File: config.mk
export PLATFORM = sky130hd
export DESIGN_NAME = mul_seq
export DESIGN_NICKNAME = d
export VERILOG_FILES = /design/src/rtl/mul_pkg.sv /design/src/rtl/mul_addsub_step.sv /design/src/rtl/mul_seq.sv
export SDC_FILE = /design/constraint.sdc
export NUM_CORES = 1
export LEC_CHECK = 0
export CAP_MARGIN = 20
export CORE_MARGIN = 1.5
export CORE_UTILIZATION = 42
export CTS_CLUSTER_SIZE = 14
export DETAILED_ROUTE_END_ITERATION = 10
export PLACE_DENSITY = 0.74
export SLEW_MARGIN = 5
export SYNTH_ARGS = -nofsm -noshare
export SYNTH_HDL_FRONTEND = slang
export SYNTH_SLANG_ARGS = --single-unit
File: constraint.sdc
create_clock -name clk -period 4.3 [get_ports clk]
set_input_delay 0.645 -clock clk [delete_from_list [all_inputs] [get_ports clk]]
set_output_delay 0.645 -clock clk [all_outputs]
set_load 0.03 [all_outputs]
File: src/rtl/mul_pkg.sv
// Shared types and build configuration for the sequential multiplier.
// Defining MUL_SIGNED_EN selects two's-complement operands and product.
package mul_pkg;

    typedef enum logic [1:0] {IDLE, CALC, DONE} mul_state_t;

`ifdef MUL_SIGNED_EN
    localparam bit MUL_SIGNED = 1'b1;
`else
    localparam bit MUL_SIGNED = 1'b0;
`endif

endpackage

File: src/rtl/mul_addsub_step.sv
// One combinational shift-add step of the multiplier: conditionally adds (or, in
// the signed build, subtracts) the shifted multiplicand into the accumulator.
module mul_addsub_step
    import mul_pkg::*;
#(
    parameter int WIDTH = 8,
    parameter int CW    = $clog2(WIDTH + 1)
) (
    input  logic [2*WIDTH-1:0] acc,
    input  logic [WIDTH-1:0]   mcand,
    input  logic               mbit,
    input  logic [CW-1:0]      shift,
    input  logic               sub,
    output logic [2*WIDTH-1:0] acc_next
);

    logic [2*WIDTH-1:0] mcand_ext;
    logic [2*WIDTH-1:0] addend;

    assign addend = mcand_ext << shift;

    generate
        if (MUL_SIGNED) begin : g_signed
            assign mcand_ext = {{WIDTH{mcand[WIDTH-1]}}, mcand};

            // The multiplier MSB carries negative weight, hence the subtract.
            always_comb begin
                acc_next = acc;
                if (mbit) begin
                    acc_next = sub ? (acc - addend) : (acc + addend);
                end
            end
        end else begin : g_unsigned
            logic unused_sub;
            assign unused_sub = sub;
            assign mcand_ext  = {{WIDTH{1'b0}}, mcand};

            always_comb begin
                acc_next = acc;
                if (mbit) begin
                    acc_next = acc + addend;
                end
            end
        end
    endgenerate

endmodule

File: src/rtl/mul_seq.sv
// Sequential shift-add multiplier with ready/valid on both sides, one step per cycle.
// Two's-complement operation is selected at build time with MUL_SIGNED_EN.
module mul_seq
    import mul_pkg::*;
#(
    parameter int WIDTH = 8,
    parameter int CW    = $clog2(WIDTH + 1)
) (
    input  logic               clk,
    input  logic               rst,
    input  logic [WIDTH-1:0]   Xin,
    input  logic [WIDTH-1:0]   Yin,
    input  logic               i_valid,
    output logic               i_ready,
    output logic [2*WIDTH-1:0] Zout,
    output logic               o_valid,
    input  logic               o_ready,
    output logic               busy
);

    localparam logic [CW-1:0] LAST_STEP = CW'(WIDTH - 1);

    mul_state_t         state_q, state_d;
    logic [WIDTH-1:0]   x_q, x_d;
    logic [WIDTH-1:0]   y_q, y_d;
    logic [2*WIDTH-1:0] acc_q, acc_d;
    logic [CW-1:0]      cnt_q, cnt_d;
    logic [2*WIDTH-1:0] zout_q, zout_d;

    logic [2*WIDTH-1:0] step_acc;
    logic               last_step;

    assign last_step = (cnt_q == LAST_STEP);

    // The multiplier register shifts right each step, so bit 0 is always the current bit.
    mul_addsub_step #(
        .WIDTH (WIDTH),
        .CW    (CW)
    ) u_step (
        .acc      (acc_q),
        .mcand    (x_q),
        .mbit     (y_q[0]),
        .shift    (cnt_q),
        .sub      (last_step),
        .acc_next (step_acc)
    );

    always_comb begin
        state_d = state_q;
        x_d     = x_q;
        y_d     = y_q;
        acc_d   = acc_q;
        cnt_d   = cnt_q;
        zout_d  = zout_q;
        unique case (state_q)
            IDLE: begin
                if (i_valid) begin
                    x_d     = Xin;
                    y_d     = Yin;
                    acc_d   = '0;
                    cnt_d   = '0;
                    state_d = CALC;
                end
            end
            CALC: begin
                acc_d = step_acc;
                y_d   = y_q >> 1;
                cnt_d = cnt_q + CW'(1);
                if (last_step) begin
                    zout_d  = step_acc;
                    state_d = DONE;
                end
            end
            DONE: begin
                if (o_ready) begin
                    state_d = IDLE;
                end
            end
            default: state_d = IDLE;
        endcase
    end

    always_ff @(posedge clk) begin
        if (rst) begin
            state_q <= IDLE;
            x_q     <= '0;
            y_q     <= '0;
            acc_q   <= '0;
            cnt_q   <= '0;
            zout_q  <= '0;
        end else begin
            state_q <= state_d;
            x_q     <= x_d;
            y_q     <= y_d;
            acc_q   <= acc_d;
            cnt_q   <= cnt_d;
            zout_q  <= zout_d;
        end
    end

    assign i_ready = (state_q == IDLE);
    assign o_valid = (state_q == DONE);
    assign busy    = (state_q != IDLE);
    assign Zout    = zout_q;

endmodule

# Yosys cells after proc, flatten, opt, wreduce, memory -nomap -nowiden
# Cells that the tools add are included.
classes:
  add_sub_neg: 2
  n_eq_ne: 6
  n_shift: 1
  n_mux: 11
  n_reduce_logical: 7
op_table:
  columns: ["cell", "n"]
  rows:
  - ["two-way mux 16 bit", 2]
  - ["one-hot mux 16 bit (2 select lines)", 1]
  - ["adder 16 bit", 1]
  - ["one-hot mux 8 bit (2 select lines)", 1]
  - ["left shift 8 x 4 -> 16 bit", 1]
  - ["two-way mux 8 bit", 1]
  - ["one-hot mux 4 bit (2 select lines)", 1]
  - ["two-way mux 2 bit", 3]
  - ["one-hot mux 2 bit (3 select lines)", 1]
  - ["AND reduction 2 bit", 3]
  - ["adder 4 x 1 -> 4 bit (second input constant)", 1]
  - ["== test 4 x 3 -> 1 bit (second input constant)", 1]
  - ["two-way mux 4 bit", 1]
  - ["!= test 2 bit (second input constant)", 2]
  - ["nonzero test 2 bit", 2]
  - ["AND reduction 3 bit", 1]
  - ["== test 2 x 1 -> 1 bit (second input constant)", 1]
  - ["== test 2 bit (second input constant)", 1]
  - ["logical NOT 2 bit", 1]
  - ["!= test 2 x 1 -> 1 bit (second input constant)", 1]
totals:
  register_bits: 54
  input_bits: 20
  output_inout_bits: 19
  word_cells: 33

# Depth between registers and ports, before layout
logic_depth:
  ltp_word: 4
  depth_mapped: 14
  mapped_depth_nobuf: 12

# Modules after synthesis
# A second synthesis with hierarchy kept.
hier_totals:
  hier_cells: 431
  hier_area_um2: 3402.0
by_module_without_submodules:
  columns: ["mod", "instances", "cells_per_inst", "area_each_um2", "seq_area_each_um2"]
  rows:
  - ["mul_seq", 1, 251, 2097.0, 1081.0]
  - ["mul_addsub_step", 1, 180, 1305.0, 0.0]

# Least setup slack after synthesis
# OpenSTA, ideal clock, no wires.
synth_timing:
  path_kind: "reg-to-reg"
  startpoint: "register cnt_q[1]"
  endpoint: "register zout_q[12] (netlist: Zout[12])"
  setup_time_ns: 0.133
  arrival_ns: 2.977
  required_ns: 4.167
  setup_slack_ns: 1.190
  path_stages_with_launch: 15
  n_path_buf: 2
  synth_period_minus_slack_ns: 3.110
  cell_sequence: "dfxtp_1 clkbuf_1 buf_2 mux2i_1 nand2_1 nand2_1 o21ai_0 and2_1 ha_1 or4_4 o21ai_2 nor4_1 or3_1 a31oi_1 a21oi_1"
synth_via:
  elab_chain_cells: 3
  elab_cells_between_ends: 5
  cone_classes: "add/sub (1); eq/ne (1); shift (1); mux (1); reduce/logical (1)"
synth_lines:
  columns: ["element", "line_no", "source"]
  rows:
  - ["start: declaration", "mul_seq.sv:27", "logic [CW-1:0] cnt_q, cnt_d;"]
  - ["start signal: assignment", "mul_seq.sv:96", "cnt_q <= cnt_d;"]
  - ["left shift 8 x 4 -> 16 bit", "mul_addsub_step.sv:20", "assign addend = mcand_ext << shift;"]
  - ["adder 16 bit", "mul_addsub_step.sv:41", "acc_next = acc + addend;"]
  - ["two-way mux 16 bit", "mul_addsub_step.sv:40", "if (mbit) begin"]
  - ["end signal: assignment", "mul_seq.sv:97", "zout_q <= zout_d;"]
  - ["end: declaration", "mul_seq.sv:28", "logic [2*WIDTH-1:0] zout_q, zout_d;"]
# Parallel ways exist; a longest one is shown, timed or not.
# A chain may end at the register's enable or synchronous reset.

# Final worst setup path
layout_timing:
  startpoint: "register cnt_q[1]"
  endpoint: "register acc_q[12]"
layout_via:
  elab_chain_cells: 4
layout_lines:
  columns: ["element", "line_no", "source"]
  rows:
  - ["left shift 8 x 4 -> 16 bit", "mul_addsub_step.sv:20", null]
  - ["adder 16 bit", "mul_addsub_step.sv:41", null]
  - ["two-way mux 16 bit", "mul_addsub_step.sv:40", null]
  - ["one-hot mux 16 bit (2 select lines)", "mul_seq.sv:55", "unique case (state_q)"]
  - ["end signal: assignment", "mul_seq.sv:88", "acc_q <= '0;"]
  - ["end signal: assignment", "mul_seq.sv:95", "acc_q <= acc_d;"]
  - ["end: declaration", "mul_seq.sv:26", "logic [2*WIDTH-1:0] acc_q, acc_d;"]
# Every way passes these cells.

==> summary.txt <==
STA
  • Final WS setup: slightly above 800 ps
  • Final Hold Vio Count: 0
  • Worst-margin pin slew: slightly above 1000 ps
  • Worst hold slack: 469 ps
  • Fmax: around 0.29 GHz
  • Slew Limit Headroom: 31.6%
  • Final period util: 81.0%
  • RSZ-0062 raised after global routing: no
  • Max-slew violation count: 0
  • Final setup vio count: 0
  • Final min period: ~3500 ps
  • Setup TNS: 0 ps
  • Clock Skew: 7.89 ps

Floorplanning
  • I/O pins: 39
  • Die X: between 90 and 100 um
  • DIE HEIGHT: 91.1 um
  • Starting Density: 44.2%
  • Die area: 8290 um^2
  • Core Region: 7370 um^2
  • Row count: 31

Critical path
  • Reg2reg end: acc_q[12]$_SDFFE_PP0P_
  • CP arrival: around 3700 ps
  • Critical path launch point type: flip-flop
  • R2R Setup Slk: a little over 800 ps
  • CP required: 4490 ps
  • Reg2reg path depth: 11
  • Critical path endpoint category: flip-flop
  • WS Path Type: flip-flop to flip-flop
  • Reg2reg start: cnt_q[1]$_SDFFE_PP0P_
  • Critical-path maximum fanout: 17

Global routing
  • Initial antenna violation count: 0
  • Grt total ovfl: 0
  • Number of global-route vias before repair: 2712
  • Largest net degree at the start of global routing: 44
  • Gr usage total: between 10% and 20%
  • First-pass GRT wire length: 12.7 mm

Synthesis
  • Yosys Warn Count: 0
  • Number of flops mapped to enable cells by yosys: 0
  • Syn Nets: roughly 450
  • Post-synthesis sequential area ratio: 33.2%
  • Avg Cell Area, Syn: 7.94 um^2
  • Synth cell types: 50
  • Mapped Cells: 410
  • Post-synth design cell area: approximately 3300 um^2
  • #FFs+latches synth: 54
  • Top FF cell, synth: dfxtp_1
  • Async SR Flop Fraction: 0%

Routing
  • DR iter-0 viols: approximately 240
  • Total wire length: between 7 and 8 mm
  • Routed length per instance: ~14 um
  • # DRC: 0
  • Post-route ant nets: 0
  • Pre-antenna DRT Iters: 4
  • DR vias: 2961
  • Avg Vias per Cell: 5.62

Pwr
  • Cell Pwr Density: about 260 nW/um^2
  • Max VDD drop: 0.0974 mV
  • Total power: 0.965 mW
  • Leak: 1.40 nW

Clocking
  • Setup bufs post-CTS: 0
  • Root buf cell: clkbuf_8
  • H-tree depth: 2
  • Clk_lat worst skew: 310 ps
  • CTS clk-pin slew, worst paths: around 100 ps
  • TritonCTS clock tree: done
  • CTS resizes: 0
  • Maximum clock path buffer count: 2
  • CTS buffer count: 5
  • TritonCTS sink count: 54
  • CTS Hold Bufs: 0

Cells and area
  • Fin area: about 3700 um^2
  • Antenna diodes: 0
  • Final #Nets: 465
  • Share of cells above drive strength 1: 4.21%
  • Final Util: 50.6%
  • Fill cell count: 700
  • Finished Layout Cells: 527
  • P&R area growth vs syn: 14.4%

Placement
  • # port buffers: 38
  • Dpl hpwl: ~5.5 mm
  • Dpl cell area: 3650 um^2
  • Placed insts: 520
  • Dpl ws: 862 ps
  • GP Congestion: 0.959

Worst hold path
  • Worst Hold Launch: Zout[7]$_SDFFE_PP0P_
  • Hold EP: Zout[7]$_SDFFE_PP0P_
  • Hold Crit Class: flip-flop to flip-flop
  • Hold Path Depth: 2

Job
  • Max Cap Viol: 0

Status
  • Outcome: finished, final reports clean
cells by family after synthesis:
group / share of synthesized area (%)
compound gates: 23.6
xor+xnor: 3.76
fa+ha+maj: 6.76
buf+inv: 4.65
flops: 33.2
mux: 7.38
simple gates: 20.7
how the worst max path moves through the flow:
stage	endpoint	slack, ps	start
detailed placement	Zout[12]$_SDFFE_PP0P_	860	cnt_q[1]$_SDFFE_PP0P_
finish	acc_q[12]$_SDFFE_PP0P_	820	cnt_q[1]$_SDFFE_PP0P_
global route	Zout[12]$_SDFFE_PP0P_	580	cnt_q[1]$_SDFFE_PP0P_
floorplan	Zout[12]$_SDFFE_PP0P_	1190	cnt_q[1]$_SDFFE_PP0P_
global placement	Zout[12]$_SDFFE_PP0P_	950	cnt_q[2]$_SDFFE_PP0P_
CTS	Zout[12]$_SDFFE_PP0P_	860	cnt_q[1]$_SDFFE_PP0P_
cells in the final DEF, fill, tap and decap left out, drive strengths merged, types with 2 or more instances in the layout:
| master | netlist | final |
|---|---|---|
| nand2 | 61 | 61 |
| dfxtp | 54 | 54 |
| nor2 | 42 | 42 |
| clkdlybuf4s50 | 0 | 38 |
| a21oi | 36 | 36 |
| o21ai | 27 | 27 |
| ha | 16 | 16 |
| mux2i | 15 | 15 |
| nand3 | 11 | 11 |
| a211oi | 8 | 8 |
| xnor2 | 8 | 8 |
| a311oi | 8 | 8 |
| inv | 6 | 6 |
| and3 | 6 | 6 |
| and2 | 6 | 6 |
| a31oi | 6 | 6 |
| xor2 | 6 | 6 |
| a22oi | 6 | 6 |
| clkbuf | 18 | 6 |
| a21o | 5 | 5 |
| mux2 | 4 | 4 |
| nor3 | 4 | 4 |
| nor2b | 4 | 4 |
| o22ai | 4 | 4 |
| o21a | 4 | 4 |
| o211ai | 3 | 3 |
| a211o | 3 | 3 |
| nand2b | 3 | 3 |
| nor4b | 3 | 3 |
| a22o | 2 | 2 |
| mux4 | 2 | 2 |
| nor3b | 2 | 2 |
| nor4 | 2 | 2 |
| or3 | 2 | 2 |
| buf | 11 | 2 |
power by group:
part / total (mW) / switching, mW / internal, mW
logic: 0.157 / 0.0903 / 0.0671
registers: 0.531 / 0.0168 / 0.514
clock network: 0.276 / 0.164 / 0.112
total: 0.965 / 0.271 / 0.694
final cells by class:
| type | count | area [um^2] | share of cell area [%] |
|---|---|---|---|
| multi-input cells | 321 | 2020 | 54.3 |
| flip-flops and latches | 54 | 1080 | 29.0 |
| repair buffers | 40 | 395 | 10.6 |
| well taps | 99 | 124 | 3.32 |
| clock buffers | 6 | 72.6 | 1.95 |
| inverters | 6 | 22.5 | 0.604 |
| clock inverters | 1 | 7.51 | 0.201 |
layer usage:
layer,wire (um),track usage (%),up-vias
met3,352,3.52,11
met2,3540,30.7,75
met4,94,4.82,0
met5,0,0,-
li1,-,-,1514
met1,3560,24.3,1361
flip-flops by register name (all words and copies together), names as in the netlist:
| signal | cells |
|---|---|
| Zout | 16 |
| acc_q | 16 |
| x_q | 8 |
| y_q | 8 |
| cnt_q | 4 |
| state_q | 2 |
critical path, cell delays in order (launching register included):
cell and delay, ps:
dfxtp_1 720, mux2_2 410, o21ai_0 240, o21ai_0 140, and2_1 210, ha_1 230, or4_4 550, o21ai_2 120
nor4_1 110, or3_1 370, a32oi_1 230, nor2_1 50
cell usage after synthesis (2+ instances only):
master    count  area, um^2
nand2_1      61         229
o22ai_1       4        25.0
mux2_2        4        45.0
mux2i_1      15         150
a311oi_1      8        70.1
a22oi_1       6        45.0
xnor2_1       8        70.1
clkbuf_1     18        67.6
nor3b_1       2        15.0
nor4_1        2        12.5
nor2_1       41         154
a21o_1        5        37.5
buf_4         3        22.5
dfxtp_1      54        1080
a21oi_1      36         180
nor4b_1       3        26.3
o21ai_0      26         130
o211ai_1      3        22.5
buf_2         7        35.0
or3_1         2        12.5
nor2b_1       4        25.0
ha_1         16         200
and2_1        6        37.5
xor2_1        6        52.6
and3_1        6        37.5
mux4_2        2        45.0
o21a_1        4        30.0
a22o_1        2        17.5
a31oi_1       6        37.5
a211o_1       3        26.3
nor3_1        4        20.0
inv_1         6        22.5
nand2b_1      3        18.8
nand3_1      11        55.1
a211oi_1      8        60.1
Note: power is estimated with default switching activity, not from simulation.
